==> src/rtl/uart_tx_scheduler.sv <==
// ---------------------------------------------------------------------------
// uart_tx_scheduler
//
// Shares one UART transmit path among NREQ requesters. A round-robin arbiter
// picks a requester while idle, latches its byte / parity / stop selects,
// gives the UART one cycle of stable configuration, fires a single trigger
// strobe and then waits for the rising edge of the UART's sended flag.
// The requester is told about completion (done) or a timeout (tmo_err), and
// a fixed idle gap is enforced before the next grant.
//
// State table
//   state | meaning
//   IDLE  | no frame in flight; arbitrate and grant on a pending request
//   SETUP | config/data latched and enable high; hold one cycle before trigger
//   FIRE  | issue the trigger strobe, clear the watchdog counter
//   WAIT  | watchdog counts; sended rising edge -> done, expiry -> tmo_err
//   GAPW  | inter-frame gap of GAP cycles, enable still high
//
// Ports
//   clk           in   system clock, rising edge
//   rst           in   synchronous active-high reset
//   req           in   [NREQ]   level requests, held until done/tmo_err
//   req_data      in   [8*NREQ] byte of requester i at [8i+7:8i]
//   req_odd       in   [NREQ]   parity select per requester
//   req_stop      in   [NREQ]   stop-bit select per requester
//   grant         out  [NREQ]   one-hot pulse when the winner's fields latch
//   done          out  [NREQ]   one-hot pulse when the frame completes
//   tmo_err       out  pulse when the watchdog expires (never with done)
//   busy          out  high in every state except IDLE
//   uart_enable   out  UART enable, SETUP through GAPW
//   uart_trigger  out  one-cycle send strobe
//   uart_odd      out  latched parity select
//   uart_stop     out  latched stop select
//   uart_tx_data  out  [8] latched byte
//   uart_sended   in   UART completion flag (rising edge used)
// ---------------------------------------------------------------------------
module uart_tx_scheduler #(
    parameter int NREQ    = 4,
    parameter int TIMEOUT = 100000,
    parameter int GAP     = 16,
    parameter int CW      = 17
) (
    input  logic                clk,
    input  logic                rst,
    input  logic [NREQ-1:0]     req,
    input  logic [8*NREQ-1:0]   req_data,
    input  logic [NREQ-1:0]     req_odd,
    input  logic [NREQ-1:0]     req_stop,
    output logic [NREQ-1:0]     grant,
    output logic [NREQ-1:0]     done,
    output logic                tmo_err,
    output logic                busy,
    output logic                uart_enable,
    output logic                uart_trigger,
    output logic                uart_odd,
    output logic                uart_stop,
    output logic [7:0]          uart_tx_data,
    input  logic                uart_sended
);

    localparam int IW = (NREQ > 1) ? $clog2(NREQ) : 1;

    localparam logic [2:0] S_IDLE  = 3'd0;
    localparam logic [2:0] S_SETUP = 3'd1;
    localparam logic [2:0] S_FIRE  = 3'd2;
    localparam logic [2:0] S_WAIT  = 3'd3;
    localparam logic [2:0] S_GAPW  = 3'd4;

    localparam logic [CW-1:0] TMO_LAST = CW'(TIMEOUT - 1);
    localparam logic [CW-1:0] GAP_LAST = CW'(GAP - 1);

    logic [2:0]      state_q, state_d;
    logic [IW-1:0]   cur_q, cur_d;
    logic [IW-1:0]   last_grant_q, last_grant_d;
    logic [CW-1:0]   cnt_q, cnt_d;
    logic            sended_q;
    logic [NREQ-1:0] grant_q, grant_d;
    logic [NREQ-1:0] done_q, done_d;
    logic            tmo_q, tmo_d;
    logic            en_q, en_d;
    logic            trig_q, trig_d;
    logic            odd_q, odd_d;
    logic            stop_q, stop_d;
    logic [7:0]      data_q, data_d;

    logic            sended_rise;
    logic            win_found;
    logic [IW-1:0]   win_idx;
    logic [IW-1:0]   cand_idx;
    int              cand;
    logic [7:0]      win_data;
    logic            win_odd;
    logic            win_stop;

    assign sended_rise = uart_sended & ~sended_q;

    // Round-robin scan: start one past the last winner and wrap, so the most
    // recently served requester is always considered last.
    always_comb begin
        win_found = 1'b0;
        win_idx   = '0;
        cand      = 0;
        cand_idx  = '0;
        for (int k = 1; k <= NREQ; k++) begin
            cand = int'(last_grant_q) + k;
            if (cand >= NREQ) begin
                cand = cand - NREQ;
            end
            cand_idx = IW'(cand);
            if (!win_found && req[cand_idx]) begin
                win_found = 1'b1;
                win_idx   = cand_idx;
            end
        end
    end

    // Field mux for the winner; constant-index slices keep the select clean.
    always_comb begin
        win_data = '0;
        win_odd  = 1'b0;
        win_stop = 1'b0;
        for (int i = 0; i < NREQ; i++) begin
            if (win_idx == IW'(i)) begin
                win_data = req_data[8*i +: 8];
                win_odd  = req_odd[i];
                win_stop = req_stop[i];
            end
        end
    end

    always_comb begin
        state_d      = state_q;
        cur_d        = cur_q;
        last_grant_d = last_grant_q;
        cnt_d        = cnt_q;
        data_d       = data_q;
        odd_d        = odd_q;
        stop_d       = stop_q;
        en_d         = en_q;
        grant_d      = '0;
        done_d       = '0;
        tmo_d        = 1'b0;
        trig_d       = 1'b0;

        case (state_q)
            S_IDLE: begin
                if (win_found) begin
                    cur_d        = win_idx;
                    last_grant_d = win_idx;
                    data_d       = win_data;
                    odd_d        = win_odd;
                    stop_d       = win_stop;
                    grant_d      = NREQ'(1) << win_idx;
                    en_d         = 1'b1;
                    state_d      = S_SETUP;
                end
            end

            S_SETUP: begin
                state_d = S_FIRE;
            end

            S_FIRE: begin
                trig_d  = 1'b1;
                cnt_d   = '0;
                state_d = S_WAIT;
            end

            S_WAIT: begin
                // Completion is checked first so a sended edge landing on the
                // last watchdog cycle still counts as a good frame.
                if (sended_rise) begin
                    done_d  = NREQ'(1) << cur_q;
                    cnt_d   = '0;
                    state_d = S_GAPW;
                end else if (cnt_q == TMO_LAST) begin
                    tmo_d   = 1'b1;
                    cnt_d   = '0;
                    state_d = S_GAPW;
                end else begin
                    cnt_d = cnt_q + CW'(1);
                end
            end

            S_GAPW: begin
                if (cnt_q == GAP_LAST) begin
                    en_d    = 1'b0;
                    state_d = S_IDLE;
                end else begin
                    cnt_d = cnt_q + CW'(1);
                end
            end

            default: begin
                en_d    = 1'b0;
                cnt_d   = '0;
                state_d = S_IDLE;
            end
        endcase
    end

    always_ff @(posedge clk) begin
        if (rst) begin
            state_q      <= S_IDLE;
            cur_q        <= '0;
            last_grant_q <= IW'(NREQ - 1);
            cnt_q        <= '0;
            sended_q     <= 1'b0;
            grant_q      <= '0;
            done_q       <= '0;
            tmo_q        <= 1'b0;
            en_q         <= 1'b0;
            trig_q       <= 1'b0;
            odd_q        <= 1'b0;
            stop_q       <= 1'b0;
            data_q       <= '0;
        end else begin
            state_q      <= state_d;
            cur_q        <= cur_d;
            last_grant_q <= last_grant_d;
            cnt_q        <= cnt_d;
            sended_q     <= uart_sended;
            grant_q      <= grant_d;
            done_q       <= done_d;
            tmo_q        <= tmo_d;
            en_q         <= en_d;
            trig_q       <= trig_d;
            odd_q        <= odd_d;
            stop_q       <= stop_d;
            data_q       <= data_d;
        end
    end

    assign grant        = grant_q;
    assign done         = done_q;
    assign tmo_err      = tmo_q;
    assign busy         = (state_q != S_IDLE);
    assign uart_enable  = en_q;
    assign uart_trigger = trig_q;
    assign uart_odd     = odd_q;
    assign uart_stop    = stop_q;
    assign uart_tx_data = data_q;

endmodule

==> config.mk <==
export PLATFORM = sky130hd
export DESIGN_NAME = uart_tx_scheduler
export DESIGN_NICKNAME = d
export VERILOG_FILES = /design/src/rtl/uart_tx_scheduler.sv
export SDC_FILE = /design/constraint.sdc
export NUM_CORES = 1
export LEC_CHECK = 0
export CAP_MARGIN = 15
export CORE_MARGIN = 1.5
export CORE_UTILIZATION = 30
export DETAILED_ROUTE_END_ITERATION = 6
export HOLD_SLACK_MARGIN = 0.1
export SYNTH_ARGS = -nofsm -noshare
export SYNTH_HDL_FRONTEND = slang
export SYNTH_SLANG_ARGS = --single-unit
==> constraint.sdc <==
create_clock -name clk -period 3.6 [get_ports clk]
set_clock_uncertainty 0.1 [all_clocks]
set_input_delay 0.36 -clock clk [delete_from_list [all_inputs] [get_ports clk]]
set_output_delay 0.36 -clock clk [all_outputs]
set_load 0.02 [all_outputs]
# == Word-level counts from Yosys, hierarchy flattened ==
# Index checks and enable logic that the tools add are counted.
# totals
output_inout_bits,22
mem_bits_rw,0
input_bits,47
latch_bits,0
word_cells,117
ff_bits,46
mem_count,0
romBits,0
# classes
order_cmp,8
n_div,0
shifts,2
add_sub_neg,9
bitwise_logic,8
mul,0
muxes,46
eq_ne,13
n_reduce_logical,18
# ops
operator,count
17-bit 2-to-1 mux,3
17-bit case mux with 3 select lines,1
8-bit 2-to-1 mux,4
1-bit 2-to-1 mux,20
"17-bit by 1-bit adder with 17-bit output, second input constant",1
"17-bit equality test, second input constant",1
"17-bit by 4-bit equality test with 1-bit output, second input constant",1
2-bit 2-to-1 mux,8
3-bit case mux with 5 select lines,1
"2-bit by 3-bit less-than comparator with 1-bit output, second input constant",4
3-bit 2-to-1 mux,4
3-bit OR reduction,4
"3-bit >= comparator, second input constant",3
1-bit binary-select mux with 2-bit select,4
"1-bit by 2-bit << shifter with 4-bit output, first input constant",2
"2-bit by 1-bit subtractor with 2-bit output, second input constant",4
1-bit NOT,7
"2-bit by 2-bit adder with 3-bit output, second input constant",2
"3-bit by 2-bit equality test with 1-bit output, second input constant",2
"2-bit inequality test, second input constant",3
3-bit AND reduction,2
"2-bit by 3-bit adder with 4-bit output, second input constant",1
"2-bit equality test, second input constant",2
"4-bit by 3-bit >= comparator with 1-bit output, second input constant",1
14 further kinds,19

# == Longest topological paths before layout ==
# depth
word_depth,20
mapped_depth,7

# == Worst setup path before layout ==
# OpenSTA, ideal clock, no wires.
# synth_path
path_type,reg-to-reg
from,reg cnt_q[11]
to,reg cnt_q[10]
setup_time_ns,0.115
path_buffers,1
path_stages_with_launch,7
t_arrival_ns,1.759
slack_ns,1.627
path_cell_list,dfxtp_1 or4_4 or3_4 o211ai_2 a221o_2 buf_6 nor2_1
# synth_between
elab_chain_cells,4
# synth_lines
element,line_no,rtl
from (decl),75,"logic [CW-1:0] cnt_q, cnt_d;"
from (signal assigned),221,cnt_q <= cnt_d;
17-bit equality test,176,end else if (cnt_q == TMO_LAST) begin
17-bit 2-to-1 mux,176,
17-bit 2-to-1 mux,172,if (sended_rise) begin
17-bit case mux with 3 select lines,145,case (state_q)
# Parallel ways exist; a longest one is shown, timed or not.
# A chain may end at the register's enable or synchronous reset.

# == Worst setup path after layout ==
# layout_path
from,reg state_q[1]
to,reg grant_q[3] (netlist: grant[3])
# layout_between
elab_chain_cells,3
# layout_lines
element,line_no,rtl
from (decl),72,"logic [2:0] state_q, state_d;"
from (signal assigned),218,state_q <= state_d;
3-bit logical NOT,145,
1-bit NOT (no line),-,
3-bit OR reduction (no line),-,
to (signal assigned),223,grant_q <= grant_d;
to (decl),77,"logic [NREQ-1:0] grant_q, grant_d;"
# No other way between the ends.

==> flow_metrics.env <==
export IMPL_status="complete, no violations"
export IMPL_cp_slowest_cell="nor2_1"
export IMPL_cellPowerDensity_nw_per_um2=411.9
export IMPL_min_period_ns=2.389
export IMPL_clk_path_buf_depth=2
export IMPL_final_util=0.4207
export IMPL_hold_path_class="flip-flop to flip-flop"
export IMPL_highest_layer="met4"
export IMPL_syn_area_per_cell_um2=9.389
export IMPL_yosys_top_cells_count="dfxtp_1 (46), mux2i_1 (30), nor2_1 (24)"
export IMPL_grt_ovfl_total=0
export IMPL_hpwlAfterDp_um=4213
export IMPL_maxCapViolations=0
export IMPL_yosys_area_share_simple=0.2539
export IMPL_grt_usage=0.1373
export IMPL_core_um2=7727
export IMPL_rsz0062_at_grt="false"
export IMPL_instances_no_fill=423
export IMPL_numClockSinks=46
export IMPL_place_congestion=0.7903
export IMPL_synth_top_cells_by_area="dfxtp_1 (39%), mux2i_1 (13%), nor2_1 (3.8%)"
export IMPL_tns_ns=0
export IMPL_nets=368
export IMPL_dp_cells=415
export IMPL_drv_slew=0
export IMPL_synthAdderAreaFrac=0.005247
export IMPL_hold_viol_final=0
export IMPL_worstMarginPinSlew_ns=0.8513
export IMPL_relSlewSlack=0.4304
export IMPL_min_to="done[2]"
export IMPL_netlist_instances=254
export IMPL_wl_met3_um=270
export IMPL_antenna_found_initial=0
export IMPL_r2r_start="state_q[1]"
export IMPL_ys_async_sr_fraction=0
export IMPL_grt_max_degree=26
export IMPL_crit_chain="nor3_1 -> nand2_1 -> buf_4 -> nor2_1 -> and3b_1"
export IMPL_fin_crit_sh=0.6636
export IMPL_static_leakage_power_nw=1.263
export IMPL_syn_area_um2=2385
export IMPL_worst_ep_arrival_time_ns=2.54
export IMPL_r2r_end="grant[3]"
export IMPL_drc=0
export IMPL_ant_nets=0
export IMPL_cts_setup_buffers=0
export IMPL_wl_per_cell_um=13.33
export IMPL_required_ns=3.75
export IMPL_clkLatencyLatePin_ns=0.30
export IMPL_initial_utilization=0.3086
export IMPL_whs_ns=0.3793
export IMPL_synth_top_area_cell="dfxtp_1"
export IMPL_yosys_warnings=0
export IMPL_area_delta_synth_final_pct=36.31
export IMPL_port_buffers=68
export IMPL_ioPinCount=69
export IMPL_clk_pin_slew_worst_paths_ns=0.09
export IMPL_muxShareOfSynthArea=0.1259
export IMPL_synth_edf_count=0
export IMPL_post_dp_cell_area_um2=3157
export IMPL_tritoncts="done"
export IMPL_critPathMaxFanout=14
export IMPL_irDropWorstVdd_v=0.0001570
export IMPL_cts_resized=0
export IMPL_dieArea_um2=8493
export IMPL_dr_first_iter_drc_count=81
export IMPL_fin_ws_ns=1.211
export IMPL_min_from="cur_q[0]"
export IMPL_first_pass_iters=4
export IMPL_avgViaCountPerCell=4.875
export IMPL_dieWidth_um=92.16
export IMPL_dr_wl_met2_um=2675
export IMPL_cts_made_buffers=5
export IMPL_grt_pass1_wl_um=9239
export IMPL_whs_path_depth=1
export IMPL_max_stage_delay_ns=0.66
export IMPL_final_area_um2=3251
export IMPL_syn_num_nets=302
export IMPL_std_cell_rows=32
export IMPL_holdBufCountCts=0
export IMPL_critPathLaunchType="flip-flop"
export IMPL_path_class="flip-flop to flip-flop"
export IMPL_setup_viol=0
export IMPL_synth_xor_area_frac=0.04407
export IMPL_yosysTopAreaCellShare=0.3861
export IMPL_synth_compound_area_frac=0.1506
export IMPL_endpoint_kind="flip-flop"
export IMPL_synth_ff_type="dfxtp_1"
export IMPL_cts_root_buf="clkbuf_8"
export IMPL_power_total_mw=1.339
export IMPL_synth_seq_area_share=0.3861
export IMPL_antennaDiodeCount=0
export IMPL_synth_seq_cells=46
export IMPL_dp_worst_setup_slack_ns=1.066
export IMPL_fmax_ghz=0.4186
export IMPL_synth_top_family_by_area="simple AND/OR/NAND/NOR gates"
export IMPL_htreeDepth=2
export IMPL_ff2ff_setup_slack_ns=1.21
export IMPL_layout_drive_gt1_share=0.1059
export IMPL_reg2regPathDepth=5
export IMPL_grt_pass1_vias=1964
export IMPL_drt_total_wl_um=5637
export IMPL_wl_met1_um=2618
export IMPL_via_count=2062
export IMPL_die_height_um=92.16
export IMPL_ys_types=57
export IMPL_yosysMostFrequentCell="dfxtp_1"
## logic make-up (layout without fill, tap and decap cells)
kind of cell	count (synthesis)	count (layout)
compound gates	43	43
flops	46	46
xor+xnor	12	12
simple gates	105	105
mux	30	30
buf+inv	17	84
fa+ha+maj	1	1
## worst max path at each step
stage,from,endpoint,slack [ns]
finish,state_q[1],grant[3],1.21
global placement,req[1],uart_enable,1.10
detailed placement,req[0],grant[3],1.07
floorplan,cnt_q[11],cnt_q[10],1.63
CTS,state_q[1],grant[3],1.19
global route,state_q[1],grant[3],0.98
## state kept, by name, indices dropped and copies added, names as in the netlist
signal / flops
uart_odd: 1
done: 4
uart_enable: 1
sended_q: 1
state_q: 3
uart_trigger: 1
uart_stop: 1
grant: 4
cur_q: 2
cnt_q: 17
tmo_err: 1
last_grant_q: 2
uart_tx_data: 8
## placed cells by master (no fill, tap or decap), types with 4 or more instances in the layout
cell type,synthesis,routed
o21ai_0,6,6
nand2_1,14,14
clkbuf_8,0,5
nor2b_1,14,14
xnor2_1,8,8
or3_1,4,4
clkdlybuf4s50_1,0,68
or2_2,4,4
dfxtp_1,46,46
nor2_1,24,24
nand3_1,4,4
nor3_1,9,9
mux2i_1,30,30
xor2_1,4,4
inv_1,4,4
nand4_1,4,4
a22o_1,10,10
buf_4,0,4
## report_power, final
part / switching (mW) / leakage [nW] / internal [mW] / total, mW
combinational: 0.205 / 0.844 / 0.217 / 0.422
clock: 0.187 / 0.0447 / 0.140 / 0.328
sequential: 0.0364 / 0.375 / 0.553 / 0.589
total: 0.429 / 1.26 / 0.910 / 1.34
## layer usage
metal,up-vias,track usage
li1,1060,-
met1,951,0.1739
met2,46,0.2235
met3,5,0.03814
met4,0,0.04615
met5,-,0
## cell type report
class / count / area (µm²)
inverters: 4 / 15.01
clock inverters: 3 / 25.02
fillers: 759 / 4477
repair buffers: 72 / 710.7
multi-input cells: 191 / 1383
flip-flops and latches: 46 / 920.9
clock buffers: 5 / 68.82
well taps: 102 / 127.6
## critical path: cells and delay by family, from the launching register on
kind / cells / cell delay (ns)
flip-flops: 1 / 0.43
buffers and inverters: 1 / 0.24
AND/OR/NAND/NOR: 4 / 1.57
Power figures use the tool's default switching activity.
